File: src/rtl/divmod_arbiter.sv
// divmod_arbiter: round-robin sharing of one divmod unit among NREQ requesters,
// including error recovery. Define DIVMOD_ARB_TIMEOUT_EN to add the WAIT watchdog.
module divmod_arbiter #(
  parameter  int WIDTH_LOG = 4,
  parameter  int NREQ      = 4,
  parameter  int TIMEOUT   = 255,
  localparam int WIDTH     = 1 << WIDTH_LOG
) (
  input  logic                    clk,
  input  logic                    rst_n,
  input  logic [NREQ-1:0]         req,
  input  logic [NREQ*WIDTH-1:0]   a_bus,
  input  logic [NREQ*WIDTH-1:0]   b_bus,
  output logic [NREQ-1:0]         ack,
  output logic                    err,
  output logic [WIDTH-1:0]        res,
  output logic                    busy,
  output logic                    dm_go,
  output logic                    dm_rst,
  output logic [WIDTH-1:0]        dm_a,
  output logic [WIDTH-1:0]        dm_b,
  input  logic                    dm_ready,
  input  logic                    dm_error,
  input  logic [WIDTH-1:0]        dm_mod
);

  localparam int IDXW = $clog2(NREQ);

  typedef enum logic [2:0] {
    IDLE     = 3'd0,
    ISSUE    = 3'd1,
    WAIT_DLY = 3'd2,
    WAIT     = 3'd3,
    DONE     = 3'd4,
    ERR      = 3'd5
  } state_t;

  state_t            state_r, state_nxt_s;
  logic [IDXW-1:0]   ptr_r, ptr_nxt_s;
  logic [IDXW-1:0]   winner_r, winner_nxt_s;
  logic [IDXW-1:0]   grant_idx_s;
  logic              grant_found_s;
  logic              grant_hit_s;
  logic [IDXW:0]     cand_s;
  logic [NREQ-1:0]   ack_r, ack_nxt_s;
  logic              err_r, err_nxt_s;
  logic              dm_go_r, dm_go_nxt_s;
  logic              dm_rst_r, dm_rst_nxt_s;
  logic [WIDTH-1:0]  res_r, res_nxt_s;
  logic [WIDTH-1:0]  dm_a_r, dm_a_nxt_s;
  logic [WIDTH-1:0]  dm_b_r, dm_b_nxt_s;
  logic              tmo_hit_s;

  function automatic logic [NREQ-1:0] onehot(input logic [IDXW-1:0] idx);
    logic [NREQ-1:0] v;
    v      = {NREQ{1'b0}};
    v[idx] = 1'b1;
    return v;
  endfunction

  function automatic logic [IDXW-1:0] next_idx(input logic [IDXW-1:0] idx);
    if (idx == IDXW'(NREQ - 1)) begin
      return {IDXW{1'b0}};
    end else begin
      return idx + IDXW'(1);
    end
  endfunction

`ifdef DIVMOD_ARB_TIMEOUT_EN
  localparam logic [7:0] TMO_LIMIT = 8'(TIMEOUT);
  logic [7:0] tmo_cnt_r;

  // Watchdog counter: cleared on the way into WAIT, counts each WAIT cycle.
  always_ff @(posedge clk) begin
    if (!rst_n) begin
      tmo_cnt_r <= 8'd0;
    end else if (state_r == WAIT_DLY) begin
      tmo_cnt_r <= 8'd0;
    end else if (state_r == WAIT) begin
      tmo_cnt_r <= tmo_cnt_r + 8'd1;
    end else begin
      tmo_cnt_r <= tmo_cnt_r;
    end
  end

  assign tmo_hit_s = (tmo_cnt_r == TMO_LIMIT);
`else
  localparam int timeout_unused = TIMEOUT;
  assign tmo_hit_s = 1'b0;
`endif

  // Round-robin pick: scan from the farthest offset down so the nearest to ptr wins.
  always_comb begin
    grant_found_s = 1'b0;
    grant_idx_s   = {IDXW{1'b0}};
    grant_hit_s   = 1'b0;
    cand_s        = {(IDXW+1){1'b0}};
    for (int off = NREQ - 1; off >= 0; off--) begin
      cand_s        = {1'b0, ptr_r} + (IDXW+1)'(off);
      cand_s        = (cand_s >= (IDXW+1)'(NREQ)) ? cand_s - (IDXW+1)'(NREQ) : cand_s;
      grant_hit_s   = req[cand_s[IDXW-1:0]];
      grant_found_s = grant_found_s | grant_hit_s;
      grant_idx_s   = grant_hit_s ? cand_s[IDXW-1:0] : grant_idx_s;
    end
  end

  // Sequencer next state together with next values of every output register.
  always_comb begin
    state_nxt_s  = state_r;
    ptr_nxt_s    = ptr_r;
    winner_nxt_s = winner_r;
    ack_nxt_s    = {NREQ{1'b0}};
    err_nxt_s    = 1'b0;
    dm_go_nxt_s  = 1'b0;
    dm_rst_nxt_s = 1'b0;
    res_nxt_s    = res_r;
    dm_a_nxt_s   = dm_a_r;
    dm_b_nxt_s   = dm_b_r;
    case (state_r)
      IDLE: begin
        if (grant_found_s) begin
          state_nxt_s  = ISSUE;
          dm_go_nxt_s  = 1'b1;
          winner_nxt_s = grant_idx_s;
          dm_a_nxt_s   = a_bus[grant_idx_s*WIDTH +: WIDTH];
          dm_b_nxt_s   = b_bus[grant_idx_s*WIDTH +: WIDTH];
        end else begin
          state_nxt_s = IDLE;
        end
      end
      ISSUE:    state_nxt_s = WAIT_DLY;
      WAIT_DLY: state_nxt_s = WAIT;
      WAIT: begin
        // A hard error beats ready; the watchdog only fires when ready is absent.
        if (dm_error || (!dm_ready && tmo_hit_s)) begin
          state_nxt_s  = ERR;
          ack_nxt_s    = onehot(winner_r);
          err_nxt_s    = 1'b1;
          res_nxt_s    = {WIDTH{1'b0}};
          dm_rst_nxt_s = 1'b1;
        end else if (dm_ready) begin
          state_nxt_s = DONE;
          ack_nxt_s   = onehot(winner_r);
          res_nxt_s   = dm_mod;
        end else begin
          state_nxt_s = WAIT;
        end
      end
      DONE, ERR: begin
        state_nxt_s = IDLE;
        ptr_nxt_s   = next_idx(winner_r);
      end
      default: begin
        state_nxt_s  = state_t'(3'bx);
        ptr_nxt_s    = {IDXW{1'bx}};
        winner_nxt_s = {IDXW{1'bx}};
        res_nxt_s    = {WIDTH{1'bx}};
        dm_a_nxt_s   = {WIDTH{1'bx}};
        dm_b_nxt_s   = {WIDTH{1'bx}};
      end
    endcase
  end

  // State and output registers; reset holds divmod in reset one cycle past rst_n.
  always_ff @(posedge clk) begin
    if (!rst_n) begin
      state_r  <= IDLE;
      ptr_r    <= {IDXW{1'b0}};
      winner_r <= {IDXW{1'b0}};
      ack_r    <= {NREQ{1'b0}};
      err_r    <= 1'b0;
      dm_go_r  <= 1'b0;
      dm_rst_r <= 1'b1;
      res_r    <= {WIDTH{1'b0}};
      dm_a_r   <= {WIDTH{1'b0}};
      dm_b_r   <= {WIDTH{1'b0}};
    end else begin
      state_r  <= state_nxt_s;
      ptr_r    <= ptr_nxt_s;
      winner_r <= winner_nxt_s;
      ack_r    <= ack_nxt_s;
      err_r    <= err_nxt_s;
      dm_go_r  <= dm_go_nxt_s;
      dm_rst_r <= dm_rst_nxt_s;
      res_r    <= res_nxt_s;
      dm_a_r   <= dm_a_nxt_s;
      dm_b_r   <= dm_b_nxt_s;
    end
  end

  assign ack    = ack_r;
  assign err    = err_r;
  assign res    = res_r;
  assign busy   = (state_r != IDLE);
  assign dm_go  = dm_go_r;
  assign dm_rst = dm_rst_r;
  assign dm_a   = dm_a_r;
  assign dm_b   = dm_b_r;

endmodule
File: config.mk
export PLATFORM = sky130hd
export DESIGN_NAME = divmod_arbiter
export DESIGN_NICKNAME = d
export VERILOG_FILES = /design/src/rtl/divmod_arbiter.sv
export SDC_FILE = /design/constraint.sdc
export NUM_CORES = 1
export LEC_CHECK = 0
export ABC_AREA = 1
export ABC_CLOCK_PERIOD_IN_PS = 2000
export BUFFER_PORTS_ARGS = -buffer_cell sky130_fd_sc_hd__buf_2
export CELL_PAD_IN_SITES_DETAIL_PLACEMENT = 0
export CELL_PAD_IN_SITES_GLOBAL_PLACEMENT = 1
export CORE_MARGIN = 4
export CORE_UTILIZATION = 26
export DETAILED_ROUTE_END_ITERATION = 10
export PLACE_DENSITY_LB_ADDON = 0.1
export SKIP_CTS_REPAIR_TIMING = 1
export SLEW_MARGIN = 20
export SYNTH_ARGS = -nofsm -noshare
export SYNTH_HDL_FRONTEND = slang
export SYNTH_SLANG_ARGS = --single-unit
File: constraint.sdc
create_clock -name clk -period 2 [get_ports clk]
set_clock_uncertainty 0.2 [all_clocks]
set_input_delay 0.1 -clock clk [delete_from_list [all_inputs] [get_ports clk]]
set_output_delay 0.1 -clock clk [all_outputs]
set_load 0.01 [all_outputs]
# Word-level counts from Yosys, hierarchy flattened
# Index checks and enable logic that the tools add are counted.
# op_classes
addsub,8
magnitude_cmp,10
eq_ne,8
n_shift,2
mux,38
n_bitwise,5
reduce_logical,11
# op_table
operator,n
$shiftx 64x7->16,2
$mux 16,7
$mux 2,12
$lt 2x3->1 const B,5
$pmux 3 s5,1
$reduce_or 5->1,2
$ge 3x3->1 const B,3
$mux 1,9
$bmux 1 s2,4
$mux 4,2
$reduce_and 2->1,4
$sub 2x1->2 const B,4
$add 2x2->3 const B,2
$eq 3x2->1 const B,2
$eq 3x3->1 const B,2
$mux 3,2
$reduce_or 4->1,1
$add 2x1->3 const B,1
$eq 3x1->1 const B,1
$ge 2x3->1 const B,1
$logic_not 3->1,1
$ne 3x3->1 const B,1
$or 1x1->1,3
$reduce_bool 3->1,1
8 further kinds,9
# totals
register_bits,62
in_bits,152
output_inout_bits,56
word_cells,92

# Depth between registers and ports, before layout
# logic_depth
word_depth,12
depth_mapped,15
depth_no_buf,13

# Least setup slack after synthesis
# No wires, ideal clock.
# synth_path
path_type,flip-flop to flip-flop
start,reg ptr_r[0]
end,reg dm_b_r[10] (netlist: dm_b[10])
t_arrival_ps,1508
t_required_ps,1683
path_slack_ps,175
path_stages_with_launch,15
n_path_buf,3
synth_period_minus_slack_ps,1825
cell_sequence,dfxtp_1 -> buf_6 -> nand2_1 -> nand3_1 -> nand2_1 -> nor2_2 -> nand3_2 -> nand2_2 -> inv_2 -> buf_6 -> buf_6 -> nor2_1 -> nor2_1 -> nand2_1 -> nor2_1
# synth_via
elab_chain_cells,12
word_cells_on_any_way,35
classes_between,7 x add/sub; 4 x order compare; 1 x eq/ne; 1 x shift; 18 x mux; 3 x bitwise; 1 x reduce/logical
# synth_rtl
item,line_no,source
start: declaration,39,"logic [IDXW-1:0] ptr_r, ptr_nxt_s;"
start signal: assignment,168,ptr_r <= {IDXW{1'b0}};
start signal: assignment,179,ptr_r <= ptr_nxt_s;
$add 2x2->3,99,"cand_s = {1'b0, ptr_r} + (IDXW+1)'(off);"
$ge 3x3->1 or $sub 2x1->2 (tied branches),100,cand_s = (cand_s >= (IDXW+1)'(NREQ)) ? cand_s - (IDXW+1)'(NREQ) : cand_s;
$mux 2,100,
$bmux 1 s2,101,grant_hit_s = req[cand_s[IDXW-1:0]];
$mux 1 (not written as such),101,
$mux 2 (4 in series),103,grant_idx_s = grant_hit_s ? cand_s[IDXW-1:0] : grant_idx_s;
$shiftx 64x7->16,126,dm_b_nxt_s = b_bus[grant_idx_s*WIDTH +: WIDTH];
$mux 16,121,if (grant_found_s) begin
$mux 16,119,case (state_r)
end signal: assignment,176,dm_b_r <= {WIDTH{1'b0}};
end signal: assignment,187,dm_b_r <= dm_b_nxt_s;
end: declaration,51,"logic [WIDTH-1:0] dm_b_r, dm_b_nxt_s;"
# Several ways; a longest one is shown, not always the timed one. The select of a mux whose other input is x is not followed.
# A chain may end at the register's enable or synchronous reset.

# Final worst setup path
# layout_path
start,reg ptr_r[1]
end,reg dm_b_r[7] (netlist: dm_b[7])
# The elaborated chain is that of the path after synthesis.

==> impl_metrics.yaml <==
logic_synthesis:
  yosys_warnings: 0
  synth.area.mux_share_pct: 0
  synthAdderAreaFrac_pct: 1.40
  syn_inst: 558
  ys_types: 25
  synth-simple-area-share_pct: 39.6
  synth_area_per_cell_um2: 6.39
  synth_compound_area_share_pct: 12.9
  yosys.area.top_type: "dfxtp_1"
  synth_top_family_by_area: "simple AND/OR/NAND/NOR gates"
  synthTopCellsByArea: "dfxtp_1 35%, nand3_1 15%, nand2_1 14%"
  yosys.area.top_type_share_pct: 34.8
  syn-cell-area_mm2: 0.00357
  synth_seq_cells: 62
  yosysSeqAreaShare_pct: 34.8
  synth_xor_area_share_pct: 0.246
  synth_nets: 714
power_and_ir_drop:
  p_leak_nw: 3.39
  power.density_mw_per_mm2: 799
  finalPower_mw: 5.46
  max-vdd-ir-drop_mv: 0.342
placement:
  dp_hpwl_mm: 9.95
  gp_congestion: 0.798
  portBuffers: 207
  placed_area_mm2: 0.00482
detailed_routing:
  vias_per_cell: 4.62
  first_pass_iters: 4
  drt-initial-drc-count: 191
  dr_total_vias: 4862
  wirelength_mm: 15.5
  drtAntennaViolNets: 0
  drc_errors: 0
  wl_per_cell_um: 14.8
cts:
  cts_tree: "yes"
  root_buffer: "clkbuf_16"
  clk_latency_ns: 0.33
  cts-buffers-inserted: 9
  cts_max_level: 3
  cts_buffer_depth: 2
  clock-sinks: 62
  clk_pin_slew_ns: 0.06
worst_setup_path:
  critPathCaptureType: "flip-flop"
  crit_arrival_ns: 2.01
  critical_path_class: "flip-flop to flip-flop"
  cp_slowest_stage_delay_ns: 0.37
  crit_buf_inv: 3
  worstPathCellList: "buf_12, xnor2_4, nand2_2, nand3_4, nand2_4, nand2_4, nand2_8, buf_12, buf_6, nand2_1, nand3_1, nand2_1, nor2_1"
  crit_path_max_fanout: 8
  startpoint_type: "flip-flop"
  cpLargestDelayFamily: "simple AND/OR/NAND/NOR gates"
  cp_data_required_time_ns: 2.02
  crit_slowest_cell: "dfxtp_4"
die:
  rows: 42
  die_area_mm2: 0.0157
  pin_count: 208
  fp.dieH_um: 125
  coreArea_mm2: 0.0133
  fp.dieW_um: 125
  start_util_pct: 26.7
timing:
  min_period_over_period_pct: 99.5
  fin_tns_setup_ns: 0
  hold_ws_ns: -0.0533
  slew_headroom_pct: 64.7
  finalSetupViolations: 0
  max_freq_ghz: 0.502
  hold_viol: 24
  worstMarginPinSlew_ns: 0.526
  finalMaxSlewViolations: 0
  rsz0062_at_grt: "true"
  period_minus_slack_ns: 1.99
run_status:
  violations: "hold timing"
  status: "finished, violations left"
grt:
  track_usage_pct: 16.4
  grt_pass1_vias: 4285
  gr-total-overflow: 0
  grt_pass1_wl_mm: 21.0
  antenna_found_initial: 1
  grt_max_degree: 47
finish:
  fillers: 1349
  area_delta_synth_final_pct: 91.4
  final_common_cell: "buf_2"
  finalInstanceArea_mm2: 0.00683
  drive_gt1_share_pct: 37.7
  mostFrequentLayoutCells: "207 x buf_2, 118 x nand2_1, 95 x dlygate4sd3_1"
  fin_nets: 1028
  antenna_cells: 0
flow_run:
  cap_violations: 0
min_path:
  holdCritPathClass: "primary input to flip-flop"
==> area by class of cell <==
| type | instances | area, um^2 | share of cell area (%) |
|---|---|---|---|
| tap | 176 | 220 | 3.22 |
| multi-input combinational | 421 | 2280 | 33.3 |
| inverter | 37 | 159 | 2.33 |
| timing repair buffer | 341 | 2590 | 37.9 |
| clock inverter | 6 | 93.8 | 1.37 |
| clock buffer | 10 | 239 | 3.50 |
| sequential | 62 | 1250 | 18.3 |
==> path summary, 6_finish.rpt <==
kind	start	to	slack, ns	cells past startpoint
max	ptr_r[1]$_SDFFE_PN0N_	dm_b[7]$_SDFFE_PN0P_	0.009	13
min	a_bus[49]	dm_a[1]$_SDFFE_PN0P_	-0.05	5
max reg2reg	ptr_r[1]$_SDFFE_PN0N_	dm_b[7]$_SDFFE_PN0P_	0.009	13
min reg2reg	dm_a[15]$_SDFFE_PN0P_	dm_a[15]$_SDFFE_PN0P_	0.32	2
==> through the flow <==
step / setup slack, ns / std cells / util (%)
finish: 0.00934 / 1053 / 51.2
global route: -0.0699 / 1053 / 51.2
CTS: -0.125 / 941 / 38.6
detailed placement: -0.105 / 925 / 36.1
global placement: -0.0695 / 925 / 36.1
floorplan: 0.175 / 558 / -
==> sequential cells by signal, indices dropped and copies added (netlist names), 2 cells and up <==
register  flops
dm_b         16
dm_a         16
winner_r      2
ack           4
res          16
state_r       3
ptr_r         2
==> logic make-up after synthesis <==
logic type,count (synthesis)
flip-flops,62
adder cells (fa/ha/maj),4
AO/OA/AOI/OAI,91
AND/OR/NAND/NOR,325
buffers and inverters,75
XOR/XNOR,1
==> where the power goes <==
group / switching (mW) / leakage [nW] / internal (mW)
Combinational: 1.14 / 2.72 / 1.04
Clock: 0.600 / 0.159 / 1.13
Sequential: 0.103 / 0.512 / 1.44
==> cells in the mapped netlist <==
master	number
a211oi_1	1
a21oi_1	45
buf_1	1
buf_2	13
buf_4	6
buf_6	10
clkbuf_1	8
clkinv_1	1
dfxtp_1	62
ha_1	4
inv_1	32
inv_2	4
nand2_1	136
nand2_2	3
nand3_1	108
nand3_2	1
nand4_1	1
nor2_1	64
nor2_2	2
nor3_1	1
nor3b_1	9
o211ai_1	1
o21ai_0	34
o21ai_1	10
xnor2_1	1
==> layer usage <==
metal	track usage, %	routed length [um]
met5	0	13
met4	5.42	277
met3	5.20	952
met2	28.4	7900
met1	19.3	6400
==> worst reg2reg max path: stages (launching register included) <==
cell,delay [ns]
dfxtp_4,0.37
buf_12,0.13
xnor2_4,0.17
nand2_2,0.10
nand3_4,0.10
nand2_4,0.06
nand2_4,0.10
nand2_8,0.11
buf_12,0.16
buf_6,0.12
nand2_1,0.05
nand3_1,0.10
nand2_1,0.07
nor2_1,0.04
Power figures use the tool's default switching activity.
